**src/rtl/q_6_23_beh_counter.sv**
```systemverilog
// Modulo-MODULUS up-counter (default modulo-12) with count enable and terminal-count flag.
// Optional build macro Q_6_23_Y_GATED_EN: when defined, y is the Mealy carry-out
// (terminal count AND cnt_en) so counters can be ripple-cascaded; when undefined,
// y is the Moore terminal-count flag.
// MODULUS legal range 2..16; RESET_VALUE must be below MODULUS.
module q_6_23_beh_counter #(
  parameter int unsigned MODULUS     = 12,
  parameter int unsigned RESET_VALUE = 0
) (
  input  logic       clk,
  input  logic       rstb,
  input  logic       cnt_en,
  output logic [3:0] count,
  output logic       y
);

  localparam logic [3:0] MaxVal   = 4'(MODULUS - 1);
  localparam logic [3:0] ResetVal = 4'(RESET_VALUE);
  // Five bits so MODULUS == 16 does not alias to zero in the illegal-code compare.
  localparam logic [4:0] ModWide  = 5'(MODULUS);

  logic [3:0] count_q;
  logic [3:0] count_d;
  logic       illegal;
  logic       at_max;

  assign illegal = ({1'b0, count_q} >= ModWide);
  assign at_max  = (count_q == MaxVal);

  // Next-state: hold when disabled, wrap at the terminal value, recover illegal codes to 0.
  always_comb begin
    count_d = count_q;
    if (cnt_en) begin
      if (illegal || at_max) begin
        count_d = 4'd0;
      end else begin
        count_d = count_q + 4'd1;
      end
    end
  end

  // State register with synchronous active-low reset taking priority over enable.
  always_ff @(posedge clk) begin
    if (!rstb) begin
      count_q <= ResetVal;
    end else begin
      count_q <= count_d;
    end
  end

  assign count = count_q;

  // Illegal codes never equal MaxVal, so y is low for them in both builds.
`ifdef Q_6_23_Y_GATED_EN
  assign y = at_max & cnt_en;
`else
  assign y = at_max;
`endif

endmodule

```
**config.mk**
```make
export PLATFORM = sky130hd
export DESIGN_NAME = q_6_23_beh_counter
export DESIGN_NICKNAME = d
export VERILOG_FILES = /design/src/rtl/q_6_23_beh_counter.sv
export SDC_FILE = /design/constraint.sdc
export NUM_CORES = 1
export LEC_CHECK = 0
export CAP_MARGIN = 10
export CORE_AREA = 10 10 47 49
export CTS_BUF_LIST = sky130_fd_sc_hd__clkbuf_8
export CTS_CLUSTER_SIZE = 25
export DETAILED_ROUTE_END_ITERATION = 6
export DIE_AREA = 0 0 57 59
export GPL_ROUTABILITY_DRIVEN = 0
export PLACE_DENSITY = 0.34
export SYNTH_ARGS = -nofsm -noshare
export SYNTH_HDL_FRONTEND = slang
export SYNTH_SLANG_ARGS = --single-unit
```
**constraint.sdc**
```tcl
create_clock -name clk -period 1.4 [get_ports clk]
set_input_delay 0.28 -clock clk [delete_from_list [all_inputs] [get_ports clk]]
set_output_delay 0.28 -clock clk [all_outputs]
set_load 0.05 [all_outputs]
```
==> summary.txt <==
Antenna-violating nets left - 0
Relative slew slack - 82.0%
Sequential share of the synthesized area - 38.3%
Run status - completed
Synthesized cell area - 209 um2
First-pass GRT wire length - 993 um
Leakage - 0.181 nW
Die height - 59 um
CP max FO - 4
Cts hold-fix bufs - 0
Synthesized flop and latch total - 4
Die area - 3360 um2
Final setup vio count - 0
Area Overhead vs Synth - 108%
H-tree levels - 1
IO Count - 8
Clock Path Buffers - 2
MaxCap Viol Count - 0
DRT Pass-1 Iters - 3
Share of cells above drive strength 1 - 63.3%
WL per Instance - 13.0 um
Final Skew - 0.000467 ns
Final WS setup - 0.0303 ns
Initial DRC Count - 3
Core Util, Final - 31.1%
CP Capture Type - primary output
Final worst-path cycle share - 97.8%
Least-Margin Pin Slew - 0.266 ns
Inserted Clock Buffers - 3
Mean post-synth cell area - 12.3 um2
CTS clk-pin slew, worst paths - 0.03 ns
Setup_tns - 0 ns
Synth top cells by count - dfxtp_1, nor3b_2
Most used DFF post-synth - dfxtp_1
Max Slew Vio Count - 0
Share of flip-flops with an asynchronous set or reset - 0%
Crit path time final - 1.37 ns
Syn Inst Count - 17
CP Data Arrival Time - 1.09 ns
Hold crit path type - reg -> reg
GRT overflow - 0
CTS sink cnt - 4
Detailed Route WL - 596 um
Final hold violations - 0
Number of flops mapped to enable cells by yosys - 0
# DRC - 0
Netlist cell types - 12
Pin count of the biggest net entering global routing - 8
Startpoint type of the worst setup path - register
Initial antenna violation count - 0
PD cells - 1080 nW/um2
Synth area leaders - dfxtp_1, nor3b_2, ha_1
Initial Utilization - 14.9%
Kind of critical path - reg -> out
Final #Nets - 36
Vias per inst - 4.24
Pre-CTS WS - 0.0393 ns
Max reg flops - 4
Most frequent cell after synthesis - dfxtp_1
Clock latency on the worst-skew pair - 0.21 ns
Fmax - 730 MHz
Slowest Stage Delay on Critical Path - 0.36 ns
Port Buffer Count - 7
Rows - 14
Crit-path cells - ha_4 > and3b_2 > buf_12
Gr usage total - 4.14%
Area leader, netlist - dfxtp_1
CTS tree - built
Yosys top cell area share - 38.3%
Core Area - 1400 um2
Syn nets - 21
CTS root buf - clkbuf_8
CP max stage cell - dfxtp_4
Worst Hold Slack - 0.614 ns
Worst vdd ir - 0.451 mV
Yosys warns - 0
Die X-Extent - 57 um
Vias - 195
Worst Path Required - 1.12 ns
Diode count - 0
Vias in the first global route - 208
repair_timing:
item | in CTS | in global routing
gates resized for setup | 3 | 2
buffers inserted | 0 | 2
setup endpoints to repair | 1 | 1
metal layers:
| layer | track usage [%] | wire [um] |
|---|---|---|
| met5 | 0 | 0 |
| met4 | 4.03 | 0 |
| met3 | 3.22 | 71 |
| met2 | 5.27 | 282 |
| met1 | 4.12 | 242 |
layout by cell type (no fill, tap or decap):
cell type        instances
ha_4                     1
o211a_1                  1
buf_4                    3
clkbuf_8                 3
dfxtp_1                  1
and3b_2                  1
nor3b_2                  3
xnor2_1                  1
nor3b_1                  1
dfxtp_2                  1
mux2i_1                  1
buf_12                   5
a41oi_1                  1
dfxtp_4                  2
o31a_1                   1
nor2b_1                  1
nor4bb_1                 1
clkdlybuf4s50_1          2
worst max-delay path, delay by kind of cell, from the launching register on:
family,cells,cell delay (ns)
AND/OR/NAND/NOR,1,0.21
adder cells (fa/ha/maj),1,0.17
buffers and inverters,1,0.15
flip-flops,1,0.36
path summary, 6_finish.rpt:
check,startpoint,end,slack (ns),cells past startpoint
max reg2reg,count[1]$_SDFFE_PN0P_,count[2]$_SDFFE_PN0P_,0.35,3
max,count[1]$_SDFFE_PN0P_,y,0.03,3
min,count[1]$_SDFFE_PN0P_,count[1]$_SDFFE_PN0P_,0.61,2
min reg2reg,count[1]$_SDFFE_PN0P_,count[1]$_SDFFE_PN0P_,0.61,2
where the power goes:
part	leakage (nW)	internal [W]	switching (W)
clock	0.0216	0.000183	0.0000524
sequential	0.0344	0.000123	0.0000129
combinational	0.125	0.0000546	0.0000437
layout make-up:
type / instances / area [um2]
sequential: 4 / 88.8
fill: 156 / 966
clock buffer: 3 / 41.3
timing repair buffer: 10 / 143
tap: 16 / 20.0
multi-input combinational: 13 / 143
metrics by stage:
step / power [W] / instances / instance area, um2
floorplan: 0.000176 / 17 / 213
detailed placement: 0.000222 / 41 / 360
CTS: 0.000466 / 44 / 417
finish: 0.000469 / 46 / 435
global route: 0.000496 / 46 / 435
global placement: 0.000223 / 41 / 360
logic make-up after synthesis:
group | count (synthesis) | synth area share [%]
AND/OR/NAND/NOR | 7 | 33.5
flip-flops | 4 | 38.3
AO/OA/AOI/OAI | 3 | 13.2
XOR/XNOR | 1 | 4.19
multiplexers | 1 | 4.79
adder cells (fa/ha/maj) | 1 | 5.99
Power figures use the tool's default switching activity.
